File: config.mk
export PLATFORM = sky130hd
export DESIGN_NAME = mmio_tone_responder
export DESIGN_NICKNAME = d
export VERILOG_FILES = /design/src/rtl/mmio_tone_responder_pkg.sv /design/src/rtl/mmio_tone_responder_counter.sv /design/src/rtl/mmio_tone_responder.sv
export SDC_FILE = /design/constraint.sdc
export NUM_CORES = 1
export LEC_CHECK = 0
export CORE_ASPECT_RATIO = 1.5
export CORE_UTILIZATION = 50
export DETAILED_ROUTE_END_ITERATION = 16
export GPL_ROUTABILITY_DRIVEN = 1
export GPL_TIMING_DRIVEN = 0
export PLACE_DENSITY = 0.8
export SLEW_MARGIN = 10
export SYNTH_ARGS = -nofsm -noshare
export SYNTH_HDL_FRONTEND = slang
export SYNTH_SLANG_ARGS = --single-unit
File: constraint.sdc
create_clock -name clk -period 6.69 [get_ports clk]
set_input_delay 1.338 -clock clk [delete_from_list [all_inputs] [get_ports clk]]
set_output_delay 1.338 -clock clk [all_outputs]
set_load 0.01 [all_outputs]
File: src/rtl/mmio_tone_responder_pkg.sv
// Shared definitions for the memory-mapped tone peripheral.
//   - Register byte offsets within the 16-byte window
//   - CTRL / STAT bit positions
//   - Store / load width encodings (same encoding the data memory model uses)
//   - Playback FSM state type
`timescale 1ns/1ps
package mmio_tone_responder_pkg;

    // Register byte offsets (word aligned, decoded from addr[3:0])
    localparam logic [3:0] OFF_CTRL = 4'h0;
    localparam logic [3:0] OFF_HPER = 4'h4;
    localparam logic [3:0] OFF_DUR  = 4'h8;
    localparam logic [3:0] OFF_STAT = 4'hC;

    // CTRL bit positions
    localparam int CTRL_CONT  = 0;
    localparam int CTRL_L_EN  = 1;
    localparam int CTRL_R_EN  = 2;
    localparam int CTRL_START = 4;

    // STAT bit positions
    localparam int STAT_BUSY = 0;
    localparam int STAT_DONE = 1;

    // Store width encodings (write_type)
    localparam logic [1:0] WT_BYTE = 2'b00;
    localparam logic [1:0] WT_HALF = 2'b01;
    localparam logic [1:0] WT_WORD = 2'b10;

    // Load width encodings (rd_type)
    localparam logic [2:0] RT_BYTE  = 3'b000;
    localparam logic [2:0] RT_HALF  = 3'b001;
    localparam logic [2:0] RT_WORD  = 3'b010;
    localparam logic [2:0] RT_BYTEU = 3'b100;
    localparam logic [2:0] RT_HALFU = 3'b101;

    typedef enum logic {
        IDLE = 1'b0,
        PLAY = 1'b1
    } tone_state_t;

endpackage

File: src/rtl/mmio_tone_responder_counter.sv
// tone_counter: half-period counter, square-wave toggle and toggle counter.
//   clk          in   core clock
//   rst          in   synchronous active-high reset
//   clear        in   zero wave and both counters (restart / stop / completion)
//   enable       in   count while the tone is playing
//   half_period  in   CNT_W  half period in clk cycles
//   wave         out  registered square wave
//   hit          out  comb: this cycle ends a half period (a toggle happens at the edge)
//   toggles      out  CNT_W  number of toggles since the last clear (saturating)
`timescale 1ns/1ps
module tone_counter #(
    parameter int CNT_W = 24
) (
    input  logic             clk,
    input  logic             rst,
    input  logic             clear,
    input  logic             enable,
    input  logic [CNT_W-1:0] half_period,
    output logic             wave,
    output logic             hit,
    output logic [CNT_W-1:0] toggles
);

    localparam logic [CNT_W-1:0] ONE = {{(CNT_W-1){1'b0}}, 1'b1};

    logic [CNT_W-1:0] count;
    logic [CNT_W-1:0] limit;

    assign limit = half_period - ONE;

    // A ">=" test rather than "==" so that shrinking the half period mid-play
    // wraps on the next cycle instead of running the counter all the way round.
    // A zero half period toggles every cycle rather than stalling.
    assign hit = enable && ((half_period == '0) || (count >= limit));

    always_ff @(posedge clk) begin
        if (rst || clear) begin
            wave    <= 1'b0;
            count   <= '0;
            toggles <= '0;
        end else if (enable) begin
            if (hit) begin
                wave  <= ~wave;
                count <= '0;
                // Saturate so a long continuous run never wraps back below DUR.
                if (toggles != '1) begin
                    toggles <= toggles + ONE;
                end
            end else begin
                count <= count + ONE;
            end
        end
    end

endmodule

File: src/rtl/mmio_tone_responder.sv
// mmio_tone_responder: memory-mapped square-wave tone peripheral on the core's
// load/store data bus. The core programs half period, duration and mode with
// word stores and polls status with word loads.
//   clk         in   core clock
//   rst         in   synchronous active-high reset
//   addr        in   32  byte address
//   wr_data     in   32  store data
//   write_en    in   store strobe
//   read_en     in   load strobe
//   write_type  in   2   store width (only word stores are accepted)
//   rd_type     in   3   load width (only word loads return data)
//   sel         out  comb: address falls in this block's 16-byte window
//   out         out  32  comb read data, 0 unless a selected word load
//   sound_L     out  left square wave
//   sound_R     out  right square wave
//   busy        out  high while playing
`timescale 1ns/1ps
module mmio_tone_responder
    import mmio_tone_responder_pkg::*;
#(
    parameter logic [31:0] BASE_ADDR = 32'h0000_1000,
    parameter int          CNT_W     = 24
) (
    input  logic        clk,
    input  logic        rst,
    input  logic [31:0] addr,
    input  logic [31:0] wr_data,
    input  logic        write_en,
    input  logic        read_en,
    input  logic [1:0]  write_type,
    input  logic [2:0]  rd_type,
    output logic        sel,
    output logic [31:0] out,
    output logic        sound_L,
    output logic        sound_R,
    output logic        busy
);

    localparam logic [CNT_W:0] ONE_X = {{CNT_W{1'b0}}, 1'b1};

    tone_state_t      state;
    logic             cont;
    logic             l_en;
    logic             r_en;
    logic [CNT_W-1:0] hper;
    logic [CNT_W-1:0] dur;
    logic             done;

    logic             wave;
    logic             hit;
    logic [CNT_W-1:0] toggles;

    logic [3:0]       reg_off;
    logic             wr_ok;
    logic             wr_ctrl;
    logic             wr_hper;
    logic             wr_dur;
    logic             wr_stat;
    logic             start_req;
    logic             stop_req;
    logic             finish;
    logic             ctr_clear;
    logic [31:0]      rd_data;
    logic             unused_bits;

    // Address decode and store qualification
    assign sel     = (addr[31:4] == BASE_ADDR[31:4]);
    assign reg_off = {addr[3:2], 2'b00};
    assign wr_ok   = write_en && sel && (write_type == WT_WORD) && (addr[1:0] == 2'b00);
    assign wr_ctrl = wr_ok && (reg_off == OFF_CTRL);
    assign wr_hper = wr_ok && (reg_off == OFF_HPER);
    assign wr_dur  = wr_ok && (reg_off == OFF_DUR);
    assign wr_stat = wr_ok && (reg_off == OFF_STAT);

    assign unused_bits = ^{wr_data[31:CNT_W], wr_data[3]};

    // START is only honoured with a non-zero half period, both from IDLE and
    // as a restart during PLAY.
    assign start_req = wr_ctrl && wr_data[CTRL_START] && (hper != '0);

    // Continuous play is stopped by a CTRL store clearing CONT without START.
    assign stop_req  = wr_ctrl && (state == PLAY) && cont &&
                       !wr_data[CTRL_CONT] && !wr_data[CTRL_START];

    // One-shot completes on the toggle that brings the count up to DUR; with
    // DUR==0 that is the very first toggle, which is then suppressed by clear.
    assign finish    = (state == PLAY) && hit && !cont &&
                       (({1'b0, toggles} + ONE_X) >= {1'b0, dur});

    assign ctr_clear = start_req || stop_req || finish;

    tone_counter #(
        .CNT_W(CNT_W)
    ) u_counter (
        .clk         (clk),
        .rst         (rst),
        .clear       (ctr_clear),
        .enable      (state == PLAY),
        .half_period (hper),
        .wave        (wave),
        .hit         (hit),
        .toggles     (toggles)
    );

    // Register file and playback FSM
    always_ff @(posedge clk) begin
        if (rst) begin
            state <= IDLE;
            cont  <= 1'b0;
            l_en  <= 1'b0;
            r_en  <= 1'b0;
            hper  <= '0;
            dur   <= '0;
            done  <= 1'b0;
        end else begin
            if (wr_ctrl) begin
                cont <= wr_data[CTRL_CONT];
                l_en <= wr_data[CTRL_L_EN];
                r_en <= wr_data[CTRL_R_EN];
            end
            if (wr_hper) begin
                hper <= wr_data[CNT_W-1:0];
            end
            if (wr_dur) begin
                dur <= wr_data[CNT_W-1:0];
            end
            if (wr_stat && wr_data[STAT_DONE]) begin
                done <= 1'b0;
            end

            // Placed after the W1C so a completion on the same edge keeps done set.
            case (state)
                IDLE: begin
                    if (start_req) begin
                        state <= PLAY;
                        done  <= 1'b0;
                    end
                end
                PLAY: begin
                    if (start_req) begin
                        done <= 1'b0;
                    end else if (stop_req) begin
                        state <= IDLE;
                    end else if (finish) begin
                        state <= IDLE;
                        done  <= 1'b1;
                    end
                end
                default: state <= IDLE;
            endcase
        end
    end

    // Outputs are built only from registered state, never from the bus.
    assign busy    = (state == PLAY);
    assign sound_L = wave && l_en && (state == PLAY);
    assign sound_R = wave && r_en && (state == PLAY);

    // Read mux; START always reads back as 0.
    always_comb begin
        rd_data = '0;
        case (reg_off)
            OFF_CTRL: begin
                rd_data[CTRL_CONT] = cont;
                rd_data[CTRL_L_EN] = l_en;
                rd_data[CTRL_R_EN] = r_en;
            end
            OFF_HPER: rd_data[CNT_W-1:0] = hper;
            OFF_DUR:  rd_data[CNT_W-1:0] = dur;
            OFF_STAT: begin
                rd_data[STAT_BUSY] = busy;
                rd_data[STAT_DONE] = done;
            end
            default: rd_data = '0;
        endcase
    end

    assign out = (sel && read_en && (rd_type == RT_WORD)) ? rd_data : '0;

endmodule

After elaboration in Yosys (flattened, before gate mapping)
Index checks and enable logic that the tools add are counted.
Widths: inputs -> output; s select.
{ "classes": {"n_reduce_logical": 37, "add_sub_neg": 4, "n_bitwise": 2, "n_eq_ne": 7, "muxes": 16, "magnitude_cmp": 2} }
{ "ops": {"columns": ["op", "n"], "rows": [
  ["$add 24x1->24 const B", 2],
  ["$mux 24", 2],
  ["$pmux 21 s2", 1],
  ["$eq 28x9->1 const B", 1],
  ["$add 24x1->25 const B", 1],
  ["$ge 25x24->1", 1],
  ["$ge 24x24->1", 1],
  ["$logic_and 1x1->1", 24],
  ["$logic_not 24->1", 1],
  ["$ne 24x24->1 const B", 1],
  ["$reduce_bool 24->1", 1],
  ["$sub 24x1->24 const B", 1],
  ["$mux 1", 9],
  ["$pmux 2 s4", 1],
  ["$eq 2x2->1 const B", 3],
  ["$logic_not 4->1", 1],
  ["$logic_or 1x1->1", 4],
  ["$pmux 1 s2", 2],
  ["$eq 3x2->1 const B", 1],
  ["$logic_not 1->1", 3],
  ["$pmux 1 s3", 1],
  ["$reduce_and 3->1", 1],
  ["$eq 2x1->1 const B", 1],
  ["$logic_not 2->1", 1],
  ["other kinds (2)", 3]
]} }
{ "totals": {"output_inout_bits": 36, "register_bits": 102, "word_cells": 78} }

Longest topological paths before layout
{ "logic_depth": {"word_depth": 12, "mapped_depth": 17} }

Cells and area by module
A second synthesis with hierarchy kept.
{ "hier_totals": {"hier_cells": 837, "area_unflattened_um2": 6900.4} }
{ "by_module_without_submodules": {"columns": ["mod", "cells_per_inst", "area_each_um2", "instances"], "rows": [
  ["mmio_tone_responder", 435, 3682.3, 1],
  ["tone_counter", 402, 3218.1, 1]
]} }

Worst setup path before layout
No wires, ideal clock.
{ "synth_path": {"path_kind": "input to output", "start": "in addr[13]", "end": "out out[10]", "t_arrival_ns": 2.657, "stages": 8, "path_buffers": 1, "path_slack_ns": 2.695, "cell_sequence": "nor4b_1 -> nand4_1 -> nor2_1 -> nand2_1 -> inv_1 -> nand2_1 -> clkbuf_1 -> nor2_1"} }
{ "synth_between": {"elab_chain_len": 4} }
{ "synth_rtl": {"columns": ["element", "line_no", "text"], "rows": [
  ["start: declaration", "mmio_tone_responder.sv:26", "input logic [31:0] addr,"],
  ["$eq 28x9->1", "mmio_tone_responder.sv:67", "assign sel = (addr[31:4] == BASE_ADDR[31:4]);"],
  ["named net sel", "mmio_tone_responder.sv:32", "output logic sel,"],
  ["$logic_and 1x1->1 (2 in a row)", "mmio_tone_responder.sv:178", "assign out = (sel && read_en && (rd_type == RT_WORD)) ? rd_data : '0;"],
  ["$mux 24", "mmio_tone_responder.sv:178", null],
  ["end: declaration", "mmio_tone_responder.sv:33", "output logic [31:0] out,"]
]} }
The timed path passes the listed nets, and every way through them passes these cells.

Final worst setup path
{ "layout_path": {"start": "in addr[6]", "end": "out out[11]"} }
{ "layout_between": {"elab_chain_len": 4} }
{ "layout_rtl": {"columns": ["element", "line_no"], "rows": [
  ["$eq 28x9->1", "mmio_tone_responder.sv:67"],
  ["$logic_and 1x1->1 (2 in a row)", "mmio_tone_responder.sv:178"],
  ["$mux 24", "mmio_tone_responder.sv:178"]
]} }
No other way between the ends.

==> metrics.md <==
| Metric | Value |
|---|---|
| Leakage power | 0.00300 uW |
| Synth top area cells | dfxtp_1, ha_1, nor2_1 |
| Cells along the critical path | clkdlybuf4s50_1 -> nor4_1 -> nand4_1 -> nor2_1 -> nand2_1 -> inv_1 -> nand2_1 -> clkbuf_1 -> nor2_1 -> clkdlybuf4s50_1 |
| Unrepaired setup endpoints after global routing | false |
| Ports | 109 |
| Avg Cell Area, Syn | 7.95 sq um |
| Crit start category | input pin |
| Remaining DRCs | 0 |
| DR iter-0 viols | 379 |
| Worst Path Required | 5.35 ns |
| Setup Skew | 0.00593 ns |
| HPWL Detailed | ~13,000 um |
| Vias post-DR | between 6,000 and 7,000 |
| FF-to-FF End | u_counter.toggles[11] |
| Slew Limit Fails | 0 |
| Worst Setup End Kind | primary output |
| Mapped cell area | 6420 sq um |
| Clock slew seen by the registers of the worst setup and hold paths | 0.07 ns |
| Commonest cells in the netlist | nor2_1, dfxtp_1, nand2_1, a21oi_1, ha_1 |
| Period utilization | 0.813 |
| Pre-antenna DRT Iters | 5 |
| DIE AREA | 13,300 sq um |
| WL per Instance | around 16 um |
| Site row count | 50 |
| Post-DR vias/cell | around 5.6 |
| Slew HR | 0.451 |
| Initial antenna violation count | 0 |
| Routed WL | 16,800 um |
| Critical Path Fanout Max | 10 |
| Die height | 141 um |
| Pwr dens | 154 nW/um^2 |
| CP Data Arrival Time | 4.10 ns |
| Yosys cell types | 51 |
| Fin crit period | 5.44 ns |
| Synth area leader | dfxtp_1 |
| GRT Util Overall | 0.267 |
| Hold-fix buffers at CTS | 0 |
| Die W | 94.5 um |
| Most common cell in the netlist | nor2_1 |
| Worst setup path endpoint | out[11] |
| Maximum vdd ir drop | 0.000120 V |
| Top cell type's share of synthesized area | 0.318 |
| Least-Margin Pin Slew | between 0.8 and 0.9 ns |
| Critical path's largest stage delay | between 0.5 and 0.6 ns |
| Reg2Reg Launch Point | hper[4] |
| Largest net degree at the start of global routing | 16 |
| Postcts setup bufs | 0 |
| Vias in the first global route | ~5,900 |
| Hold Path Class | flip-flop to flip-flop |
| Top_reg_cell synth | dfxtp_1 |
| Antenna viol nets, final | 0 |
| Port bufs | 91 |
| Slowest cell on the critical path | clkdlybuf4s50_1 |
| Async SR Flop Fraction | 0 |
| Crit path kind | input pin to primary output |
| Final hold violation count | 0 |
| Synth-to-layout area growth | 22.1% |
| GR Overflow Total | 0 |
| CTS buffer count | 9 |
| CP Launch Point | addr[6] |
| Post-CTS sizing | 0 |
| MaxCap Viol Count | 0 |
| Fin Setup TNS | 0 ns |
| Longest Clk Path Bufs | 2 |
| H-tree depth | 3 |
| RD Place Congestion | about 0.93 |
| Layout cells sized above 1 | 0.0347 |
| Yosys warns | 0 |
| Global-route wire length before repair | 27,900 um |
| # setup viols final | 0 |
| N_diodes | 0 |
| Peak Freq | 184 MHz |
| Hold slack final | 0.476 ns |
| Outcome | finished clean |
| R2R depth | 15 |
| Seq/Total Area, Yosys | 0.318 |
| Worst-Skew Late Latency | around 0.36 ns |
| Post-synth EDFFs | 0 |
| Root Driver | clkbuf_16 |
| Yosys reg bits | slightly above 100 |
| Final net count | 1,046 |
| Flop2flop setup slack | ~1.7 ns |
| Number of clock sinks | ~100 |
| TritonCTS clock tree | done |
| Std-Cell Core Area | 12,500 sq um |
| Cells after Synth | 808 |
| Initial Util | 0.513 |
where the power goes:
part           internal, uW  switching, uW  total (uW)
clock                   300            234         533
sequential              607   0.0000000160         607
combinational          40.2           31.5        71.8
total                   946            265        1210
cell type report:
cell class | count | area [sq um]
fillers | 1127 | 4670
multi-input cells | 632 | 4060
flip-flops and latches | 102 | 2040
repair buffers | 91 | 911
clock buffers | 12 | 246
plain buffers | 45 | 211
well taps | 156 | 195
inverters | 36 | 135
clock inverters | 3 | 43.8
kinds of logic (layout without fill, tap and decap cells):
family / count (synthesis) / in the layout / synth area share
AND/OR/NAND/NOR: 325 / 325 / 0.237
AO/OA/AOI/OAI: 141 / 141 / 0.137
flip-flops: 102 / 102 / 0.318
buffers and inverters: 81 / 187 / 0.0540
XOR/XNOR: 73 / 73 / 0.0995
adder cells (fa/ha/maj): 56 / 56 / 0.109
multiplexers: 29 / 29 / 0.0452
other: 1 / 8 / 0.000584
how the worst min path moves through the flow:
stage / startpoint / endpoint / depth (start not counted)
final: dur[7] / dur[7] / 2
after global routing: dur[7] / dur[7] / 2
after CTS: dur[2] / dur[2] / 2
after detailed placement: dur[15] / dur[15] / 2
after global placement: dur[7] / dur[7] / 2
after floorplan: dur[2] / dur[2] / 2
through the flow:
| stage | setup WS [ns] | utilization | power, uW | cells | instance area [sq um] |
|---|---|---|---|---|---|
| 2_1_floorplan | 2.70 | - | 643 | 815 | 6450 |
| 3_3_place_gp | 1.29 | 0.604 | 692 | 1062 | 7560 |
| 3_5_place_dp | 1.27 | 0.604 | 692 | 1062 | 7560 |
| 4_1_cts | 1.25 | 0.627 | 1210 | 1077 | 7850 |
| 5_1_grt | 1.01 | 0.627 | 1240 | 1077 | 7850 |
| 6_report | 1.25 | 0.627 | 1210 | 1077 | 7850 |
sequential cells by signal, indices dropped and copies added (netlist names):
name / flops
busy: 1
u_counter.wave: 1
hper: 24
done: 1
r_en: 1
cont: 1
u_counter.toggles: 24
u_counter.count: 24
l_en: 1
dur: 24
per-layer routing:
layer  track usage  part of all wire  vias up
met1         0.301              0.40     2822
met3        0.0426             0.034       47
met5             0                 0        -
met4         0.120             0.034        0
met2         0.482              0.53      132
li1              -                 -     3025
placed cells by master (no fill, tap or decap), types with 29 or more instances in the layout:
cell type          n
dfxtp_1          102
nand2_1           95
xnor2_1           40
ha_1              56
mux2i_1           29
clkdlybuf4s50_1   91
nor2_1           110
a21oi_1           63
clkbuf_1          31
inv_1             36
xor2_1            33
worst max-delay path: cells and delay by family:
kind | cells | cell delay, ns
buffers and inverters | 4 | 1.36
and+or+nand+nor | 6 | 1.41
Power figures use the tool's default switching activity.
